==> config.mk <==
export PLATFORM = sky130hd
export DESIGN_NAME = line_cmd_decoder
export DESIGN_NICKNAME = d
export VERILOG_FILES = /design/src/rtl/print_link_pkg.sv /design/src/rtl/line_cmd_decoder.sv
export SDC_FILE = /design/constraint.sdc
export NUM_CORES = 2
export LEC_CHECK = 0
export BUFFER_PORTS_ARGS = -buffer_cell sky130_fd_sc_hd__buf_4
export CORE_MARGIN = 2
export CORE_UTILIZATION = 32
export DETAILED_ROUTE_END_ITERATION = 7
export MAX_ROUTING_LAYER = met4
export PLACE_DENSITY = 0.56
export RECOVER_POWER = 50
export SETUP_SLACK_MARGIN = 0.5
export SLEW_MARGIN = 20
export SYNTH_ARGS = -nofsm -noshare
export SYNTH_HDL_FRONTEND = slang
export SYNTH_SLANG_ARGS = --single-unit
==> constraint.sdc <==
create_clock -name clk -period 36.3 [get_ports clk]
set_input_delay 3.63 -clock clk [delete_from_list [all_inputs] [get_ports clk]]
set_output_delay 3.63 -clock clk [all_outputs]
set_load 0.02 [all_outputs]
==> src/rtl/print_link_pkg.sv <==
// Shared framing definitions for the line-dump link.
// Used by both the transmit-side framer and the receive-side decoder.
package print_link_pkg;

  // Header length in bytes and the header itself; the first byte sent ('L')
  // sits in the most significant byte of the literal.
  localparam int              HDR_LEN     = 5;
  localparam logic [8*5-1:0]  LineHdr     = "LINE:";
  localparam logic [7:0]      LineTrailer = ":";

  // Reason reported alongside a discarded frame.
  typedef enum logic [1:0] {
    ERR_TRAILER = 2'd0,
    ERR_TIMEOUT = 2'd1
  } err_code_e;

  // Receive-side framing state.
  typedef enum logic [1:0] {
    HDR     = 2'd0,
    PAYLOAD = 2'd1,
    TRAILER = 2'd2
  } dec_state_e;

  // Header byte at position idx in transmit order (idx 0 is 'L').
  function automatic logic [7:0] hdr_byte(input logic [2:0] idx);
    return LineHdr[8*(HDR_LEN-1-int'(idx)) +: 8];
  endfunction

endpackage

==> src/rtl/line_cmd_decoder.sv <==
// Receive-side parser for the line-dump link: recovers "LINE:" + payload + ":"
// frames from the UART byte stream, publishes complete lines and flags
// malformed or stalled frames.
module line_cmd_decoder
  import print_link_pkg::*;
#(
  parameter int HEAD_WIDTH   = 384,
  parameter int TIMEOUT_CLKS = 12_500
) (
  input  logic                  clk,
  input  logic                  reset,
  input  logic                  rx_valid,
  input  logic [7:0]            rx_data,
  output logic                  line_valid,
  output logic [HEAD_WIDTH-1:0] line_data,
  output logic                  frame_error,
  output logic [1:0]            error_code,
  output logic [15:0]           line_count
);

  localparam int PAYLOAD_BYTES = HEAD_WIDTH / 8;
  localparam int CNT_W         = $clog2(PAYLOAD_BYTES);
  localparam int TMO_W         = $clog2(TIMEOUT_CLKS);

  localparam logic [CNT_W-1:0] LAST_BYTE = CNT_W'(PAYLOAD_BYTES - 1);
  localparam logic [TMO_W-1:0] TMO_LAST  = TMO_W'(TIMEOUT_CLKS - 1);
  localparam logic [2:0]       HDR_LAST  = 3'(HDR_LEN - 1);

  dec_state_e            r_state;
  logic [2:0]            r_hdr_idx;
  logic [CNT_W-1:0]      r_byte_cnt;
  logic [TMO_W-1:0]      r_idle;
  logic [HEAD_WIDTH-1:0] r_asm;
  logic [HEAD_WIDTH-1:0] r_line;
  logic [15:0]           r_count;
  logic                  r_line_valid;
  logic                  r_frame_error;
  err_code_e             r_error_code;

  logic w_mid_frame;
  logic w_expire;
  logic w_is_l;

  // Mid-frame means the idle timer is armed; a byte in the expiry cycle wins.
  assign w_mid_frame = (r_state != HDR) || (r_hdr_idx != 3'd0);
  assign w_expire    = w_mid_frame && !rx_valid && (r_idle == TMO_LAST);
  assign w_is_l      = (rx_data == hdr_byte(3'd0));

  // Framing FSM, idle timer, published line and all registered outputs.
  always_ff @(posedge clk or posedge reset) begin
    if (reset) begin
      r_state       <= HDR;
      r_hdr_idx     <= 3'd0;
      r_byte_cnt    <= '0;
      r_idle        <= '0;
      r_line        <= '0;
      r_count       <= 16'd0;
      r_line_valid  <= 1'b0;
      r_frame_error <= 1'b0;
      r_error_code  <= ERR_TRAILER;
    end else begin
      // NOTE: non-blocking assignments throughout, so every decision below
      // sees the pre-edge state regardless of statement order.
      r_line_valid  <= 1'b0;
      r_frame_error <= 1'b0;

      if (rx_valid || !w_mid_frame) begin
        r_idle <= '0;
      end else if (!w_expire) begin
        r_idle <= r_idle + TMO_W'(1);
      end

      if (w_expire) begin
        r_frame_error <= 1'b1;
        r_error_code  <= ERR_TIMEOUT;
        r_state       <= HDR;
        r_hdr_idx     <= 3'd0;
        r_idle        <= '0;
      end else if (rx_valid) begin
        unique case (r_state)
          HDR: begin
            if (rx_data == hdr_byte(r_hdr_idx)) begin
              if (r_hdr_idx == HDR_LAST) begin
                r_state    <= PAYLOAD;
                r_hdr_idx  <= 3'd0;
                r_byte_cnt <= '0;
              end else begin
                r_hdr_idx <= r_hdr_idx + 3'd1;
              end
            end else begin
              // A stray 'L' may itself start the real header.
              r_hdr_idx <= w_is_l ? 3'd1 : 3'd0;
            end
          end

          PAYLOAD: begin
            r_byte_cnt <= r_byte_cnt + CNT_W'(1);
            if (r_byte_cnt == LAST_BYTE) begin
              r_state <= TRAILER;
            end
          end

          TRAILER: begin
            r_state <= HDR;
            if (rx_data == LineTrailer) begin
              r_line       <= r_asm;
              r_count      <= r_count + 16'd1;
              r_line_valid <= 1'b1;
              r_hdr_idx    <= 3'd0;
            end else begin
              r_frame_error <= 1'b1;
              r_error_code  <= ERR_TRAILER;
              r_hdr_idx     <= w_is_l ? 3'd1 : 3'd0;
            end
          end

          default: begin
            r_state   <= HDR;
            r_hdr_idx <= 3'd0;
          end
        endcase
      end
    end
  end

  // Payload assembly register, written one byte per accepted payload strobe.
  // NOTE: deliberately not reset: a line is only published after all of its
  // bytes have been rewritten, so stale contents can never reach line_data.
  always_ff @(posedge clk) begin
    if (rx_valid && (r_state == PAYLOAD)) begin
      r_asm[8*r_byte_cnt +: 8] <= rx_data;
    end
  end

  assign line_valid  = r_line_valid;
  assign line_data   = r_line;
  assign frame_error = r_frame_error;
  assign error_code  = r_error_code;
  assign line_count  = r_count;

endmodule

# Yosys cells after proc, flatten, opt, wreduce, memory -nomap -nowiden
# Cells that the tools add are included.
# totals
in_bits,11
regBits,813
# op_classes
reduce_logical,18
n_eq_ne,15
n_addsub,6
n_shift,3
muxes,31
bitwise_logic,1
# ops
operator,count
$bwmux W384,1
$shift A8 B34 Y384 const A,1
$shiftx A8 B34 Y384,1
$shiftx A40 B7 Y8 const A,1
$neg A9 Y34,1
$mux W14,2
$mux W2,9
$add A16 B1 Y16 const B,1
$add A14 B1 Y14 const B,1
$eq A14 B14 Y1 const B,1
$mux W3,4
$mux W6,2
$pmux W6 S2,1
$mux W1,10
$ne A3 B3 Y1 const B,3
$pmux W3 S3,1
$eq A8 B6 Y1 const B,1
$eq A8 B7 Y1 const B,1
$eq A8 B8 Y1,1
$ne A2 B2 Y1 const B,4
$reduce_and A4 Y1,2
$reduce_bool A2 Y1,4
$add A6 B1 Y6 const B,1
$eq A6 B6 Y1 const B,1
15 further kinds,19

# Longest topological paths before layout
# depth
word_depth,7
mapped_depth,12
depth_no_buf,9

# Least setup slack after synthesis
# OpenSTA, ideal clock, no wires.
# synth_timing
path_type,input -> register
startpoint,in rx_valid
endpoint,"reg r_asm[40], enable pin"
required_time_ps,35930
path_buffers,0
setup_time_ps,370
arrival_ps,5100
slack_ps,30830
stages,6
path_cell_list,inv_1 -> nor2_1 -> nand2_1 -> nor4_1 -> nand2_1 -> nor2_1
# synth_via
elab_chain_cells,1
# synth_lines
element,line,source
from (decl),line_cmd_decoder.sv:12,"input logic rx_valid,"
$logic_and A1 B1 Y1,line_cmd_decoder.sv:130,if (rx_valid && (r_state == PAYLOAD)) begin
"to (signal, indexed assignment)",line_cmd_decoder.sv:131,r_asm[8*r_byte_cnt +: 8] <= rx_data;
to (decl),line_cmd_decoder.sv:33,logic [HEAD_WIDTH-1:0] r_asm;
# No other way between the ends.
# A chain may end at the register's enable or synchronous reset.

==> impl_metrics.prom <==
# TYPE chip_impl_metric gauge
chip_impl_metric{name="grt_pass1_wl",unit="um"} 137000
chip_impl_metric{name="drive_above_1_share",unit="%"} 9.780
chip_impl_metric{name="port_bufs",unit=""} 413
chip_impl_metric{name="ratio_of_routed_vias_to_standard_cells",unit=""} 4.636
chip_impl_metric{name="largest_net_degree_at_the_start_of_global_routing",unit=""} 214
chip_impl_metric{name="crit_fanout",unit=""} 110
chip_impl_metric{name="clk_latency",unit="ns"} 0.65
chip_impl_metric{name="yosys_warnings",unit=""} 0
chip_impl_metric{name="dieWidth",unit="um"} 315.0
chip_impl_metric{name="detail_route.first_pass.iterations",unit=""} 5
chip_impl_metric{name="cell_internal_pwr",unit="W"} 0.001552
chip_impl_metric{name="hold_viol",unit=""} 0
chip_impl_metric{name="multi_input_logic_area",unit="sq um"} 7876
chip_impl_info{name="rsz0062_at_grt",value="no"} 1
chip_impl_metric{name="synth_top_cell_area_share",unit="%"} 37.25
chip_impl_info{name="startpoint",value="reset"} 1
chip_impl_metric{name="crit_arrival",unit="ns"} 10.72
chip_impl_metric{name="detailed_place_hpwl",unit="um"} 59390
chip_impl_info{name="yosys-top-cells-area",value="sky130_fd_sc_hd__edfxtp_1 (37%), sky130_fd_sc_hd__dfrtp_1 (35%), sky130_fd_sc_hd__nand2_1 (15%)"} 1
chip_impl_metric{name="gr-usage-met3",unit="%"} 2.986
chip_impl_metric{name="die-area",unit="sq um"} 99230
chip_impl_metric{name="finalWirelength",unit="um"} 94990
chip_impl_metric{name="syn_area",unit="sq um"} 30950
chip_impl_metric{name="synth.net_count",unit=""} 2897
chip_impl_metric{name="power_leakage",unit="nW"} 16.14
chip_impl_metric{name="postSynthCellCount",unit=""} 2876
chip_impl_metric{name="seq_area_frac_synth",unit="%"} 71.86
chip_impl_metric{name="routed_wl_per_cell",unit="um"} 20.65
chip_impl_metric{name="synth_edf_count",unit=""} 384
chip_impl_metric{name="detailroute.via_count",unit=""} 21323
chip_impl_metric{name="number_of_hold_buffers_added_after_cts",unit=""} 0
chip_impl_info{name="grt_most_used_layer",value="met2"} 1
chip_impl_metric{name="cts_post_setup_buffers_inserted",unit=""} 0
chip_impl_metric{name="vias_in_the_first_global_route",unit=""} 20463
chip_impl_info{name="violations",value="capacitance limit, slew limit"} 1
chip_impl_info{name="critical_path.startpoint_type",value="input pin"} 1
chip_impl_metric{name="drt_drc_violations_left",unit=""} 0
chip_impl_metric{name="totalNegativeSetupSlack",unit="ns"} 0
chip_impl_metric{name="seq_power_share",unit="%"} 48.8
chip_impl_metric{name="final.setup_skew",unit="ns"} 0.02277
chip_impl_metric{name="period_minus_slack",unit="ns"} 10.07
chip_impl_metric{name="setup_viol",unit=""} 0
chip_impl_info{name="cell_type_with_the_highest_aggregate_area_in_the_netlist",value="sky130_fd_sc_hd__edfxtp_1"} 1
chip_impl_metric{name="effective_utilization_at_floorplan",unit="%"} 32.15
chip_impl_metric{name="antenna_found_initial",unit=""} 1
chip_impl_metric{name="die_h",unit="um"} 315.0
chip_impl_metric{name="reg2reg_slack",unit="ns"} 30.44
chip_impl_metric{name="critical_path.n_buffers_inverters",unit=""} 4
chip_impl_info{name="setup.worst_path.class",value="in -> async"} 1
chip_impl_metric{name="fin_crit_sh",unit="%"} 27.74
chip_impl_metric{name="power.share.switching",unit="%"} 20.85
chip_impl_metric{name="vdd_drop_max",unit="mV"} 0.03329
chip_impl_info{name="regToRegStartpoint",value="r_state[0]"} 1
chip_impl_info{name="postSynth.topFlopCell",value="sky130_fd_sc_hd__dfrtp_1"} 1
chip_impl_metric{name="antenna_left",unit=""} 0
chip_impl_metric{name="slowest_delay",unit="ns"} 2.96
chip_impl_metric{name="register_area",unit="sq um"} 22240
chip_impl_metric{name="postSynth.asyncResetShare",unit="%"} 52.71
chip_impl_metric{name="placementRows",unit=""} 114
chip_impl_metric{name="globalplace.congestion",unit=""} 0.7723
chip_impl_metric{name="maxCapViolCount",unit=""} 17
chip_impl_metric{name="final.fill_count",unit=""} 9700
chip_impl_metric{name="cts_h_tree_lvls",unit=""} 3
chip_impl_metric{name="seq_cells_post_synth",unit=""} 812
chip_impl_metric{name="global_route.usage.met1",unit="%"} 26.08
chip_impl_metric{name="worst_hold_slack",unit="ns"} 0.4269
chip_impl_metric{name="drt-initial-drc-count",unit=""} 1780
chip_impl_metric{name="numClockSinks",unit=""} 812
chip_impl_metric{name="worst_slew_pin_slew",unit="ns"} 5.399
chip_impl_metric{name="globalRouteOverflowTotal",unit=""} 0
chip_impl_info{name="tritoncts",value="done"} 1
chip_impl_metric{name="critical_path_required",unit="ns"} 36.94
chip_impl_metric{name="slew-limit-headroom",unit="%"} -261.9
chip_impl_metric{name="clkSlewWorstSetupHoldPaths",unit="ns"} 0.06
chip_impl_metric{name="power_density",unit="nW/um^2"} 52.60
chip_impl_metric{name="grt.total_usage",unit="%"} 19.34
chip_impl_info{name="cell_breakdown_of_the_critical_path",value="clkbuf_4 -> clkinvlp_2 -> clkbuf_1 -> buf_4"} 1
chip_impl_metric{name="antenna_cells",unit=""} 0
chip_impl_metric{name="timing_max_transition_violations_final",unit=""} 631
chip_impl_metric{name="area_delta_synth_final",unit="%"} 20.45
chip_impl_metric{name="postSynthAreaPerCell",unit="sq um"} 10.76
chip_impl_metric{name="nNetsFinal",unit=""} 3265
chip_impl_metric{name="fp.coreArea",unit="sq um"} 96280
chip_impl_metric{name="yosys_cell_types",unit=""} 63
chip_impl_metric{name="design.portCount",unit=""} 415
chip_impl_metric{name="post_cts_resize_count",unit=""} 0
chip_impl_metric{name="power_switching",unit="W"} 0.0004088
chip_impl_info{name="buffer_type_at_the_clock_tree_root",value="sky130_fd_sc_hd__clkbuf_16"} 1
chip_impl_metric{name="share_clk_of_total_power",unit="%"} 50.0
chip_impl_metric{name="fmaxAchievable",unit="MHz"} 99.29
chip_impl_info{name="critPathTopFamily",value="buffers and inverters"} 1
chip_impl_metric{name="power.combinational.fraction",unit="%"} 1.2
chip_impl_info{name="min_from",value="r_asm[9]"} 1
chip_impl_info{name="worst_setup_path_end_kind",value="asynchronous set/reset pin"} 1
chip_impl_metric{name="total_clock_buffers_created_by_cts",unit=""} 91
chip_impl_metric{name="cts_max_path_buffers",unit=""} 3
chip_impl_info{name="run_status",value="finished with violations"} 1
chip_impl_info{name="crit_path_max_delay_cell_type",value="sky130_fd_sc_hd__clkinvlp_2"} 1
chip_impl_metric{name="grtUsageMet2",unit="%"} 30.36
chip_impl_info{name="min-delay-path-class",value="reg -> reg"} 1
## metal layers
metal,up-vias,wire length (um)
li1,9997,-
met3,135,4922
met2,580,45800
met4,0,2152
met5,-,0
met1,10611,42120
## worst register-to-register path: stages (launching register included)
cell and delay, ns:
sky130_fd_sc_hd__dfrtp_1 0.53, sky130_fd_sc_hd__nand3b_1 0.30, sky130_fd_sc_hd__or2_0 3.69, sky130_fd_sc_hd__buf_12 0.37, sky130_fd_sc_hd__buf_16 0.49, sky130_fd_sc_hd__nand2_1 0.33
sky130_fd_sc_hd__nand2_1 0.08
## final cells by class
cell class / instances / share of cell area [%]
flip-flops and latches: 812 / 59.66
multi-input cells: 1884 / 21.13
clock buffers: 139 / 7.635
repair buffers: 441 / 6.105
well taps: 1276 / 4.282
clock inverters: 33 / 1.050
inverters: 14 / 0.1443
## cells in the final DEF, fill, tap and decap left out, types with 4 or more instances in the layout
cell type | netlist | layout
sky130_fd_sc_hd__clkbuf_16 | 0 | 98
sky130_fd_sc_hd__clkinv_2 | 0 | 13
sky130_fd_sc_hd__bufinv_16 | 0 | 7
sky130_fd_sc_hd__buf_4 | 4 | 139
sky130_fd_sc_hd__nand2_2 | 5 | 8
sky130_fd_sc_hd__clkinv_4 | 0 | 4
sky130_fd_sc_hd__o21a_1 | 4 | 4
sky130_fd_sc_hd__nand2b_1 | 6 | 5
sky130_fd_sc_hd__nor4_1 | 5 | 7
sky130_fd_sc_hd__clkbuf_1 | 54 | 312
sky130_fd_sc_hd__a21oi_1 | 9 | 9
sky130_fd_sc_hd__nand4_1 | 7 | 7
sky130_fd_sc_hd__clkinv_1 | 1 | 4
sky130_fd_sc_hd__nand2_1 | 1216 | 1213
sky130_fd_sc_hd__xnor2_1 | 13 | 13
sky130_fd_sc_hd__nand3_1 | 34 | 33
sky130_fd_sc_hd__xor2_1 | 20 | 20
sky130_fd_sc_hd__nor2_1 | 398 | 398
sky130_fd_sc_hd__clkbuf_8 | 0 | 24
sky130_fd_sc_hd__nand3_2 | 3 | 4
sky130_fd_sc_hd__and3_1 | 8 | 8
sky130_fd_sc_hd__and2_1 | 10 | 10
sky130_fd_sc_hd__inv_1 | 13 | 12
sky130_fd_sc_hd__nor3_1 | 72 | 73
sky130_fd_sc_hd__ha_1 | 10 | 10
sky130_fd_sc_hd__dfrtp_1 | 428 | 428
sky130_fd_sc_hd__edfxtp_1 | 384 | 384
sky130_fd_sc_hd__nor2b_1 | 5 | 5
sky130_fd_sc_hd__o21ai_0 | 6 | 6
## path summary, 6_finish.rpt
| path | end | cells past startpoint |
|---|---|---|
| max reg2reg | line_data[248] | 6 |
| max in group clk | line_data[248] | 9 |
| min in group asynchronous | line_data[14] | 2 |
| max | line_data[211] | 4 |
| min reg2reg | line_data[9] | 2 |
| min | line_data[9] | 2 |
## sequential cells by signal, indices dropped and copies added (netlist names)
name,cells
error_code,1
frame_error,1
line_count,16
line_data,384
line_valid,1
r_asm,384
r_byte_cnt,6
r_hdr_idx,3
r_idle,14
r_state,2
## cell families (layout without fill, tap and decap cells)
family | after synthesis | count (layout) | synth area share [%]
AND/OR/NAND/NOR | 1792 | 1792 | 22.99
multiplexers | 3 | 3 | 0.1011
other | 1 | 1 | 0.01212
XOR/XNOR | 33 | 33 | 0.9338
flip-flops | 812 | 812 | 71.86
adder cells (fa/ha/maj) | 10 | 10 | 0.4042
AO/OA/AOI/OAI | 45 | 45 | 1.035
buffers and inverters | 180 | 627 | 2.668
## synth_stat cells (all sizes together), types with 2 or more instances
| library cell | count |
|---|---|
| nor4 | 7 |
| a21oi | 9 |
| ha | 10 |
| edfxtp | 384 |
| a22o | 2 |
| inv | 13 |
| dfrtp | 428 |
| or2 | 4 |
| o21ai | 7 |
| clkbuf | 55 |
| nor2b | 5 |
| nand4 | 7 |
| or4bb | 2 |
| a31o | 3 |
| and2 | 10 |
| o21a | 4 |
| mux2i | 2 |
| nand2b | 6 |
| a21boi | 2 |
| or3 | 3 |
| xor2 | 20 |
| nor2 | 399 |
| and3 | 8 |
| a211oi | 2 |
| nand3 | 37 |
| xnor2 | 13 |
| buf | 111 |
| or3b | 3 |
| a31oi | 3 |
| nor3 | 75 |
| o31ai | 2 |
| nand2 | 1221 |
## power groups by stage
stage / clock network (W) / registers (W) / logic (W)
CTS: 0.00100 / 0.000958 / 0.0000256
finish: 0.000980 / 0.000958 / 0.0000235
detailed placement: 0 / 0.000976 / 0.0000256
floorplan: 0 / 0.000976 / 0.0000128
global placement: 0 / 0.000976 / 0.0000254
global route: 0.00104 / 0.000957 / 0.0000260
## through the flow
step | util, % | power (W) | setup WS (ns) | cell area (sq um) | std cells
2_1_floorplan | - | 0.0009888 | 20.75 | 30950 | 2876
3_3_place_gp | 36.51 | 0.001001 | 29.03 | 35150 | 4425
3_5_place_dp | 36.51 | 0.001001 | 29.00 | 35150 | 4425
4_1_cts | 39.88 | 0.001984 | 29.70 | 38390 | 4597
5_1_grt | 38.72 | 0.002021 | 24.95 | 37280 | 4599
6_report | 38.72 | 0.001961 | 26.23 | 37280 | 4599
No activity file was read; power rests on OpenSTA's default activity.
